--- src/rtl/bus_bridge_master.sv ---
// bus_bridge_master: master side of the UART bus bridge.
//   A 21-bit UART command frame {addr, data, mode} (LSB first) starts one
//   bit-serial bus transaction. Writes send address then data; reads send
//   address, capture DATA_WIDTH returned bits and send the byte back on u_tx.
// Ports:
//   clk, rstn           clock; synchronous active-high reset (rstn=1 resets)
//   mwdata/mmode/mvalid serial address/write data, mode, bit qualifier
//   mrdata/svalid       serial read data from slave and its qualifier
//   mbreq/mbgrant       bus request / grant
//   msplit, ack         slave split and address acknowledge
//   u_rx, u_tx          UART lines, idle high
// Build option: define BB_MASTER_WRITE_ECHO_EN to echo written data on u_tx.
module bus_bridge_master #(
  parameter int ADDR_WIDTH            = 16,
  parameter int DATA_WIDTH            = 8,
  parameter int SLAVE_MEM_ADDR_WIDTH  = 12,
  parameter int BB_ADDR_WIDTH         = 12,
  parameter int UART_CLOCKS_PER_PULSE = 5208,
  parameter int ACK_TIMEOUT           = 16
) (
  input  logic clk,
  input  logic rstn,
  input  logic mrdata,
  output logic mwdata,
  output logic mmode,
  output logic mvalid,
  input  logic svalid,
  output logic mbreq,
  input  logic mbgrant,
  input  logic msplit,
  input  logic ack,
  output logic u_tx,
  input  logic u_rx
);

  localparam int FRAME_W = BB_ADDR_WIDTH + DATA_WIDTH + 1;
  localparam int UCW     = $clog2(UART_CLOCKS_PER_PULSE + 1);
  localparam int FBW     = $clog2(FRAME_W + 1);
  localparam int BMAX    = (ADDR_WIDTH > DATA_WIDTH) ? ADDR_WIDTH : DATA_WIDTH;
  localparam int BCW     = $clog2(BMAX + 1);
  localparam int TOW     = $clog2(ACK_TIMEOUT + 1);
  localparam int TXW     = DATA_WIDTH + 2;
  localparam int TBW     = $clog2(TXW + 1);

  localparam logic [UCW-1:0] BIT_LAST  = UCW'(UART_CLOCKS_PER_PULSE - 1);
  localparam logic [UCW-1:0] HALF_LAST = UCW'(UART_CLOCKS_PER_PULSE / 2 - 1);

  if (BB_ADDR_WIDTH > ADDR_WIDTH || SLAVE_MEM_ADDR_WIDTH > ADDR_WIDTH) begin : g_bad_params
    $error("bus_bridge_master: address widths exceed ADDR_WIDTH");
  end

  typedef enum logic [2:0] {RX_IDLE, RX_START, RX_DATA, RX_STOP, RX_WAIT_HIGH} rx_state_t;
  typedef enum logic [3:0] {S_IDLE, S_REQ, S_ADDR, S_WAIT_ACK, S_WDATA, S_RDATA,
                            S_TXSTART, S_TXWAIT, S_DONE} state_t;

  rx_state_t            rx_state_q, rx_state_d;
  logic [UCW-1:0]       rx_cnt_q, rx_cnt_d;
  logic [FBW-1:0]       rx_bit_q, rx_bit_d;
  logic [FRAME_W-1:0]   rx_shift_q, rx_shift_d;
  logic                 rx_valid_q, rx_valid_d;

  state_t               state_q, state_d;
  logic [ADDR_WIDTH-1:0] addr_q, addr_d;
  logic [DATA_WIDTH-1:0] data_q, data_d;
  logic                 mode_q, mode_d;
  logic [BCW-1:0]       bit_cnt_q, bit_cnt_d;
  logic [TOW-1:0]       to_cnt_q, to_cnt_d;
  logic [DATA_WIDTH-1:0] rd_q, rd_d;

  logic                 tx_busy_q, tx_busy_d;
  logic [TXW-1:0]       tx_shift_q, tx_shift_d;
  logic [UCW-1:0]       tx_cnt_q, tx_cnt_d;
  logic [TBW-1:0]       tx_bit_q, tx_bit_d;

  logic                 tx_load;
  logic [DATA_WIDTH-1:0] tx_byte;
  logic                 bus_ok;

  // UART receiver
  always_comb begin
    rx_state_d = rx_state_q;
    rx_cnt_d   = rx_cnt_q;
    rx_bit_d   = rx_bit_q;
    rx_shift_d = rx_shift_q;
    rx_valid_d = 1'b0;
    case (rx_state_q)
      RX_IDLE: begin
        if (!u_rx) begin
          rx_state_d = RX_START;
          rx_cnt_d   = '0;
        end
      end
      RX_START: begin
        if (rx_cnt_q == HALF_LAST) begin
          rx_cnt_d   = '0;
          rx_bit_d   = '0;
          // a start bit that is high again at mid-bit was a glitch
          rx_state_d = u_rx ? RX_IDLE : RX_DATA;
        end else begin
          rx_cnt_d = rx_cnt_q + 1'b1;
        end
      end
      RX_DATA: begin
        if (rx_cnt_q == BIT_LAST) begin
          rx_cnt_d   = '0;
          rx_shift_d = {u_rx, rx_shift_q[FRAME_W-1:1]};
          if (rx_bit_q == FBW'(FRAME_W - 1)) rx_state_d = RX_STOP;
          else                               rx_bit_d   = rx_bit_q + 1'b1;
        end else begin
          rx_cnt_d = rx_cnt_q + 1'b1;
        end
      end
      RX_STOP: begin
        if (rx_cnt_q == BIT_LAST) begin
          rx_valid_d = u_rx;
          rx_state_d = RX_WAIT_HIGH;
        end else begin
          rx_cnt_d = rx_cnt_q + 1'b1;
        end
      end
      // after a bad stop bit the line may still be low; never treat it as a start
      RX_WAIT_HIGH: if (u_rx) rx_state_d = RX_IDLE;
      default: rx_state_d = RX_IDLE;
    endcase
  end

  // Bus master FSM
  always_comb begin
    state_d   = state_q;
    addr_d    = addr_q;
    data_d    = data_q;
    mode_d    = mode_q;
    bit_cnt_d = bit_cnt_q;
    to_cnt_d  = to_cnt_q;
    rd_d      = rd_q;
    mwdata    = 1'b0;
    mmode     = 1'b0;
    mvalid    = 1'b0;
    mbreq     = 1'b0;
    tx_load   = 1'b0;
    tx_byte   = rd_q;
    bus_ok    = mbgrant & ~msplit;
    case (state_q)
      S_IDLE: begin
        if (rx_valid_q) begin
          addr_d    = ADDR_WIDTH'(rx_shift_q[FRAME_W-1 -: BB_ADDR_WIDTH]);
          data_d    = rx_shift_q[DATA_WIDTH:1];
          mode_d    = rx_shift_q[0];
          bit_cnt_d = '0;
          to_cnt_d  = '0;
          state_d   = S_REQ;
        end
      end
      S_REQ: begin
        mbreq = 1'b1;
        if (mbgrant) state_d = S_ADDR;
      end
      // address and data registers rotate, so they return to their
      // original value once a full field has been sent
      S_ADDR: begin
        mbreq = 1'b1;
        if (bus_ok) begin
          mvalid = 1'b1;
          mmode  = mode_q;
          mwdata = addr_q[0];
          addr_d = {addr_q[0], addr_q[ADDR_WIDTH-1:1]};
          if (bit_cnt_q == BCW'(ADDR_WIDTH - 1)) begin
            bit_cnt_d = '0;
            to_cnt_d  = '0;
            state_d   = S_WAIT_ACK;
          end else begin
            bit_cnt_d = bit_cnt_q + 1'b1;
          end
        end
      end
      S_WAIT_ACK: begin
        mbreq = 1'b1;
        if (ack)                                 state_d  = mode_q ? S_WDATA : S_RDATA;
        else if (to_cnt_q == TOW'(ACK_TIMEOUT - 1)) state_d = S_IDLE;
        else                                     to_cnt_d = to_cnt_q + 1'b1;
      end
      S_WDATA: begin
        mbreq = 1'b1;
        if (bus_ok) begin
          mvalid = 1'b1;
          mmode  = 1'b1;
          mwdata = data_q[0];
          data_d = {data_q[0], data_q[DATA_WIDTH-1:1]};
          if (bit_cnt_q == BCW'(DATA_WIDTH - 1)) begin
            bit_cnt_d = '0;
            state_d   = S_DONE;
          end else begin
            bit_cnt_d = bit_cnt_q + 1'b1;
          end
        end
      end
      S_RDATA: begin
        mbreq = 1'b1;
        if (bus_ok && svalid) begin
          rd_d = {mrdata, rd_q[DATA_WIDTH-1:1]};
          if (bit_cnt_q == BCW'(DATA_WIDTH - 1)) begin
            bit_cnt_d = '0;
            state_d   = S_TXSTART;
          end else begin
            bit_cnt_d = bit_cnt_q + 1'b1;
          end
        end
      end
      S_TXSTART: begin
        tx_load = 1'b1;
        tx_byte = rd_q;
        state_d = S_TXWAIT;
      end
      S_TXWAIT: if (!tx_busy_q) state_d = S_IDLE;
      S_DONE: begin
`ifdef BB_MASTER_WRITE_ECHO_EN
        tx_load = 1'b1;
        tx_byte = data_q;
        state_d = S_TXWAIT;
`else
        state_d = S_IDLE;
`endif
      end
      default: state_d = S_IDLE;
    endcase
  end

  // UART transmitter: {stop, payload, start} shifted out LSB first
  always_comb begin
    tx_busy_d  = tx_busy_q;
    tx_shift_d = tx_shift_q;
    tx_cnt_d   = tx_cnt_q;
    tx_bit_d   = tx_bit_q;
    if (tx_load) begin
      tx_busy_d  = 1'b1;
      tx_shift_d = {1'b1, tx_byte, 1'b0};
      tx_cnt_d   = '0;
      tx_bit_d   = '0;
    end else if (tx_busy_q) begin
      if (tx_cnt_q == BIT_LAST) begin
        tx_cnt_d   = '0;
        tx_shift_d = {1'b1, tx_shift_q[TXW-1:1]};
        if (tx_bit_q == TBW'(TXW - 1)) tx_busy_d = 1'b0;
        else                           tx_bit_d  = tx_bit_q + 1'b1;
      end else begin
        tx_cnt_d = tx_cnt_q + 1'b1;
      end
    end
  end

  assign u_tx = tx_busy_q ? tx_shift_q[0] : 1'b1;

  always_ff @(posedge clk) begin
    if (rstn) begin
      rx_state_q <= RX_IDLE;
      rx_cnt_q   <= '0;
      rx_bit_q   <= '0;
      rx_shift_q <= '0;
      rx_valid_q <= 1'b0;
      state_q    <= S_IDLE;
      addr_q     <= '0;
      data_q     <= '0;
      mode_q     <= 1'b0;
      bit_cnt_q  <= '0;
      to_cnt_q   <= '0;
      rd_q       <= '0;
      tx_busy_q  <= 1'b0;
      tx_shift_q <= '0;
      tx_cnt_q   <= '0;
      tx_bit_q   <= '0;
    end else begin
      rx_state_q <= rx_state_d;
      rx_cnt_q   <= rx_cnt_d;
      rx_bit_q   <= rx_bit_d;
      rx_shift_q <= rx_shift_d;
      rx_valid_q <= rx_valid_d;
      state_q    <= state_d;
      addr_q     <= addr_d;
      data_q     <= data_d;
      mode_q     <= mode_d;
      bit_cnt_q  <= bit_cnt_d;
      to_cnt_q   <= to_cnt_d;
      rd_q       <= rd_d;
      tx_busy_q  <= tx_busy_d;
      tx_shift_q <= tx_shift_d;
      tx_cnt_q   <= tx_cnt_d;
      tx_bit_q   <= tx_bit_d;
    end
  end

endmodule

--- config.mk ---
export PLATFORM = sky130hd
export DESIGN_NAME = bus_bridge_master
export DESIGN_NICKNAME = d
export VERILOG_FILES = /design/src/rtl/bus_bridge_master.sv
export SDC_FILE = /design/constraint.sdc
export NUM_CORES = 1
export LEC_CHECK = 0
export ABC_CLOCK_PERIOD_IN_PS = 3000
export CORE_UTILIZATION = 55
export CTS_CLUSTER_SIZE = 12
export DETAILED_ROUTE_END_ITERATION = 8
export GPL_TIMING_DRIVEN = 0
export PLACE_DENSITY = 0.72
export SETUP_SLACK_MARGIN = 0.2
export SYNTH_ARGS = -nofsm -noshare
export SYNTH_HDL_FRONTEND = slang
export SYNTH_SLANG_ARGS = --single-unit
--- constraint.sdc ---
create_clock -name clk -period 3 [get_ports clk]
set_input_delay 0.6 -clock clk [delete_from_list [all_inputs] [get_ports clk]]
set_output_delay 0.6 -clock clk [all_outputs]
set_load 0.01 [all_outputs]
### Word level (Yosys, flattened, before mapping)

Index checks and enable logic that the tools add are counted.

* add/sub/neg operators: 6
* multipliers: 0
* div/mod/pow operators: 0
* magnitude comparators: 0
* eq/ne operators: 39
* shift-type cells: 0
* multiplexer cells: 66
* bitwise gates (word level): 5
* reductions and logical operators: 29

Operators by type and width (count)
* $mux 13: 5
* $mux 5: 13
* $pmux 13 s4: 1
* $mux 4: 11
* $ne 2x2->1 const B: 19
* $mux 16: 2
* $pmux 16 s2: 1
* $pmux 4 s8: 1
* $mux 10: 3
* $add 13x1->13 const B: 2
* $eq 13x13->1 const B: 2
* $pmux 5 s4: 1
* $mux 3: 6
* $eq 4x3->1 const B: 4
* $mux 8: 2
* $pmux 8 s2: 1
* $add 5x1->5 const B: 3
* $pmux 3 s5: 1
* $pmux 5 s3: 1
* $eq 13x12->1 const B: 1
* $mux 1: 13
* $reduce_and 3->1: 4
* $reduce_and 6->1: 2
* $eq 5x4->1 const B: 2
* 28 further kinds: 44

* bits in registers: 118
* latch bits: 0
* memory bits (writable): 0
* ROM bits: 0
* bits of input ports: 8
* output and inout port bits: 5
* word-level logic and storage cells: 162
* memories: 0

### Longest topological paths before layout

* depth after elaboration: 5
* gate-level depth with buffers: 8
* mapped depth without buffers: 8

### Least setup slack after synthesis

No wires, ideal clock.

* path type: register -> output
* start point: register state_q[3]
* end point: output port mmode
* data arrival time: 1.619 ns
* data required time: 2.400 ns
* path slack: 0.781 ns
* stages on the path, launching flop included: 8
* buffers on the path: 3
* cells stage by stage: dfxtp_1 > buf_1 > nor2_1 > and2_1 > buf_2 > buf_1 > nand2_1 > a21oi_1

* longest elaborated chain between the ends: 2
* elaborated cells between the ends (all ways): 3
* those cells by class: 2 x eq/ne; 1 x mux

RTL lines
* from (decl): line 62 `state_t state_q, state_d;`
* from (signal assigned): line 277 `state_q <= state_d;`
* $eq 4x3->1 or $eq 4x2->1 (tied branches): line 143 `case (state_q)`
* $pmux 1 s2 (*): line 143
* to (decl): line 25 `output logic mmode,`

Every way passes the cells marked *; elsewhere a longest branch is shown, timed or not.

### Worst setup path after layout

* start point: register state_q[2]
* end point: output port mmode

The elaborated chain is that of the path after synthesis.

==> impl_metrics.env <==
export IMPL_hold_viol_final=0
export IMPL_final_nets=733
export IMPL_end_kind="primary output"
export IMPL_seq_area_frac_synth_pct=42.9
export IMPL_vias_per_cell=5.62
export IMPL_synth_xor_area_share_pct=4.45
export IMPL_drt_first_iter_violations=183
export IMPL_power_leakage_nw=2.21
export IMPL_internal_power_mw=2.88
export IMPL_cap_viol_max_count=0
export IMPL_h_tree_depth=4
export IMPL_synth_mux_area_share_pct=2.36
export IMPL_yosysWarnings=0
export IMPL_layout_common_cells="124 x nand2_1, 118 x dfxtp_1, 97 x nor2_1"
export IMPL_yosys_area_share_simple_pct=29.3
export IMPL_fin_util_pct=66.8
export IMPL_slew_headroom_pct=48.2
export IMPL_dieWidth_um=102
export IMPL_final_area_um2=6500
export IMPL_slew_violations=0
export IMPL_cts_tree="done"
export IMPL_core_area_um2=9730
export IMPL_layout_min_cycle_time_ns=2.79
export IMPL_die_h_um=102
export IMPL_routed_wl_mm=12.4
export IMPL_final_period_utilization_pct=92.9
export IMPL_setup_viol_count_final=0
export IMPL_clkLatencyLatePin_ns=0.51
export IMPL_avgRoutedWirePerCell_um=14.4
export IMPL_sw_frac_of_total_pct=22.3
export IMPL_num_fill_cells=815
export IMPL_synth_ff_type="dfxtp_1"
export IMPL_rsz0062_at_grt="true"
export IMPL_synth_area_um2=5510
export IMPL_grt_max_degree=17
export IMPL_gp_congestion=0.887
export IMPL_worst_setup_path_start_kind="flip-flop"
export IMPL_mostFrequentLayoutCell="nand2_1"
export IMPL_grt_usage_pct=25.7
export IMPL_die_area_um2=10400
export IMPL_io_pins=13
export IMPL_powerDensity_nw_per_um2=570
export IMPL_finalSetupTns_ns=0
export IMPL_p_total_mw=3.70
export IMPL_io_buffers=12
export IMPL_area_growth_pct=18.0
export IMPL_rows=36
export IMPL_ant_nets=0
export IMPL_synth_fa_ha_area_share_pct=2.50
export IMPL_grt_pass1_wl_mm=21.1
export IMPL_peakVddDrop_uv=371
export IMPL_power_frac_seq_pct=42.5
export IMPL_firstDrtPassIters=5
export IMPL_drc=0
export IMPL_dp_cells=826
export IMPL_cts_buffer_depth=2
export IMPL_hold_class="reg2reg"
export IMPL_critPathArrivalTime_ns=2.19
export IMPL_place_area_um2=5790
export IMPL_overflow=0
export IMPL_skew_ns=0.00651
export IMPL_worst_pin_slew_ns=0.770
export IMPL_fmax_mhz=359
export IMPL_path_class="reg2out"
export IMPL_synth_ff_latch_count=118
export IMPL_synth_cells=681
export IMPL_status="finished clean"
export IMPL_async_flop_share_pct=0
export IMPL_num_antenna_cells=0
export IMPL_drive_gt1_share_pct=10.6
export IMPL_via_count=4832
export IMPL_grt_pass1_vias=4644
export IMPL_p_comb_share_pct=2.1
export IMPL_cts_sinks=118
export IMPL_power_switching_mw=0.827
export IMPL_start_util_pct=56.6
export IMPL_required_ns=2.40
export IMPL_synth_area_per_cell_um2=8.09
export IMPL_clkPwrFrac_pct=55.4
export IMPL_final_cells=860
export IMPL_cp_max_fo=10
export IMPL_synth_top_family_by_area="simple AND/OR/NAND/NOR gates"
export IMPL_dp_hpwl_mm=8.63
export IMPL_cts_buffers=17
export IMPL_antenna_found_initial=0
export IMPL_yosys_cell_types_count=58
export IMPL_synth_compound_area_share_pct=14.3
export IMPL_root_buffer="clkbuf_8"
export IMPL_synth_edf_count=0
export IMPL_clkSlewWorstSetupHoldPaths_ns=0.06
export IMPL_syn_nets=700
[flip-flops by register name, indices dropped and copies added (netlist names), 5 cells and up]
signal      flops
rx_shift_q     21
tx_shift_q     10
tx_cnt_q       13
addr_q         16
rx_bit_q        5
rx_cnt_q       13
to_cnt_q        5
rd_q            8
data_q          8
bit_cnt_q       5
[logic make-up after synthesis]
| logic type | after synthesis |
|---|---|
| AO/OA/AOI/OAI | 118 |
| XOR/XNOR | 28 |
| AND/OR/NAND/NOR | 337 |
| flip-flops | 118 |
| multiplexers | 13 |
| buffers and inverters | 56 |
| adder cells (fa/ha/maj) | 11 |
[worst paths after layout]
path | start | endpoint | slack (ns) | cells past startpoint
worst max-delay path | state_q[2] | mmode | 0.21 | 8
worst min-delay path | tx_shift_q[0] | tx_shift_q[0] | 0.45 | 2
worst max register to register | rx_cnt_q[0] | rx_shift_q[14] | 0.66 | 7
worst min register to register | tx_shift_q[0] | tx_shift_q[0] | 0.45 | 2
[critical path, stage by stage, from the launching register on]
cell and delay (ns):
dfxtp_1 0.36, buf_4 0.20, nor2b_4 0.16, and2_1 0.14, buf_4 0.17, buf_6 0.16, nand2_1 0.07, a21oi_2 0.17
clkdlybuf4s15_2 0.25
[routing by layer]
metal	wire, um	up-vias	global-route usage (%)
met2	5990	75	43.6
met5	0	-	0
met4	240	0	10.9
li1	-	2446	-
met3	391	23	5.68
met1	5790	2288	31.6
[power by group through the flow]
stage / clock [mW] / combinational [mW] / sequential, mW
final: 2.05 / 0.0770 / 1.57
after global routing: 2.16 / 0.0855 / 1.57
after CTS: 2.08 / 0.0766 / 1.57
after detailed placement: 0 / 0.0759 / 1.61
after global placement: 0 / 0.0745 / 1.61
after floorplan: 0 / 0.0449 / 1.61
[area by class of cell]
class / instances / area [um2] / area share, %
Clock inverter: 15 / 193 / 2.96
Sequential cell: 118 / 2360 / 36.3
Clock buffer: 17 / 414 / 6.37
Multi-Input combinational cell: 507 / 2950 / 45.4
Tap cell: 133 / 166 / 2.56
Inverter: 16 / 60.1 / 0.924
Timing Repair Buffer: 14 / 139 / 2.14
Buffer: 40 / 214 / 3.29
[stage by stage]
| stage | hold slack (ns) | setup WS (ns) |
|---|---|---|
| global route | 0.466 | 0.130 |
| finish | 0.445 | 0.212 |
| detailed placement | 0.438 | -0.129 |
| CTS | 0.446 | 0.202 |
| global placement | 0.438 | -0.0899 |
| floorplan | 0.427 | 0.781 |
[repair_timing]
action	4_1_cts	5_1_grt
setup endpoints to repair	3	4
pin swaps	0	1
gates resized for setup	33	3
hold buffers	0	0
setup buffers	0	2
[cells in the mapped netlist (all sizes together), types with 2 or more instances]
cell / instances / share of area (%)
a21boi: 2 / 0.27
nand4b: 3 / 0.48
and3: 3 / 0.34
ha: 11 / 2.5
xnor2: 18 / 2.9
nand4bb: 2 / 0.41
o21ai: 17 / 1.5
mux2i: 13 / 2.4
nand4: 10 / 1.1
or3b: 4 / 0.64
a211oi: 3 / 0.41
nor4bb: 3 / 0.55
and2: 5 / 0.57
nand3: 22 / 2.0
o22a: 2 / 0.32
a211o: 3 / 0.48
nor2b: 9 / 1.0
dfxtp: 118 / 43
xor2: 10 / 1.6
or2: 3 / 0.34
or3: 5 / 0.57
nand2: 124 / 8.5
nor3b: 4 / 0.55
inv: 16 / 1.1
a2111oi: 2 / 0.45
a311oi: 29 / 4.6
a21oi: 47 / 4.3
buf: 16 / 1.5
nor3: 13 / 1.3
nor2: 98 / 6.7
nand3b: 4 / 0.55
or4b: 2 / 0.36
clkbuf: 24 / 1.6
a21o: 4 / 0.55
nand2b: 10 / 1.1
nor4: 9 / 1.5
Note: power is estimated with default switching activity, not from simulation.
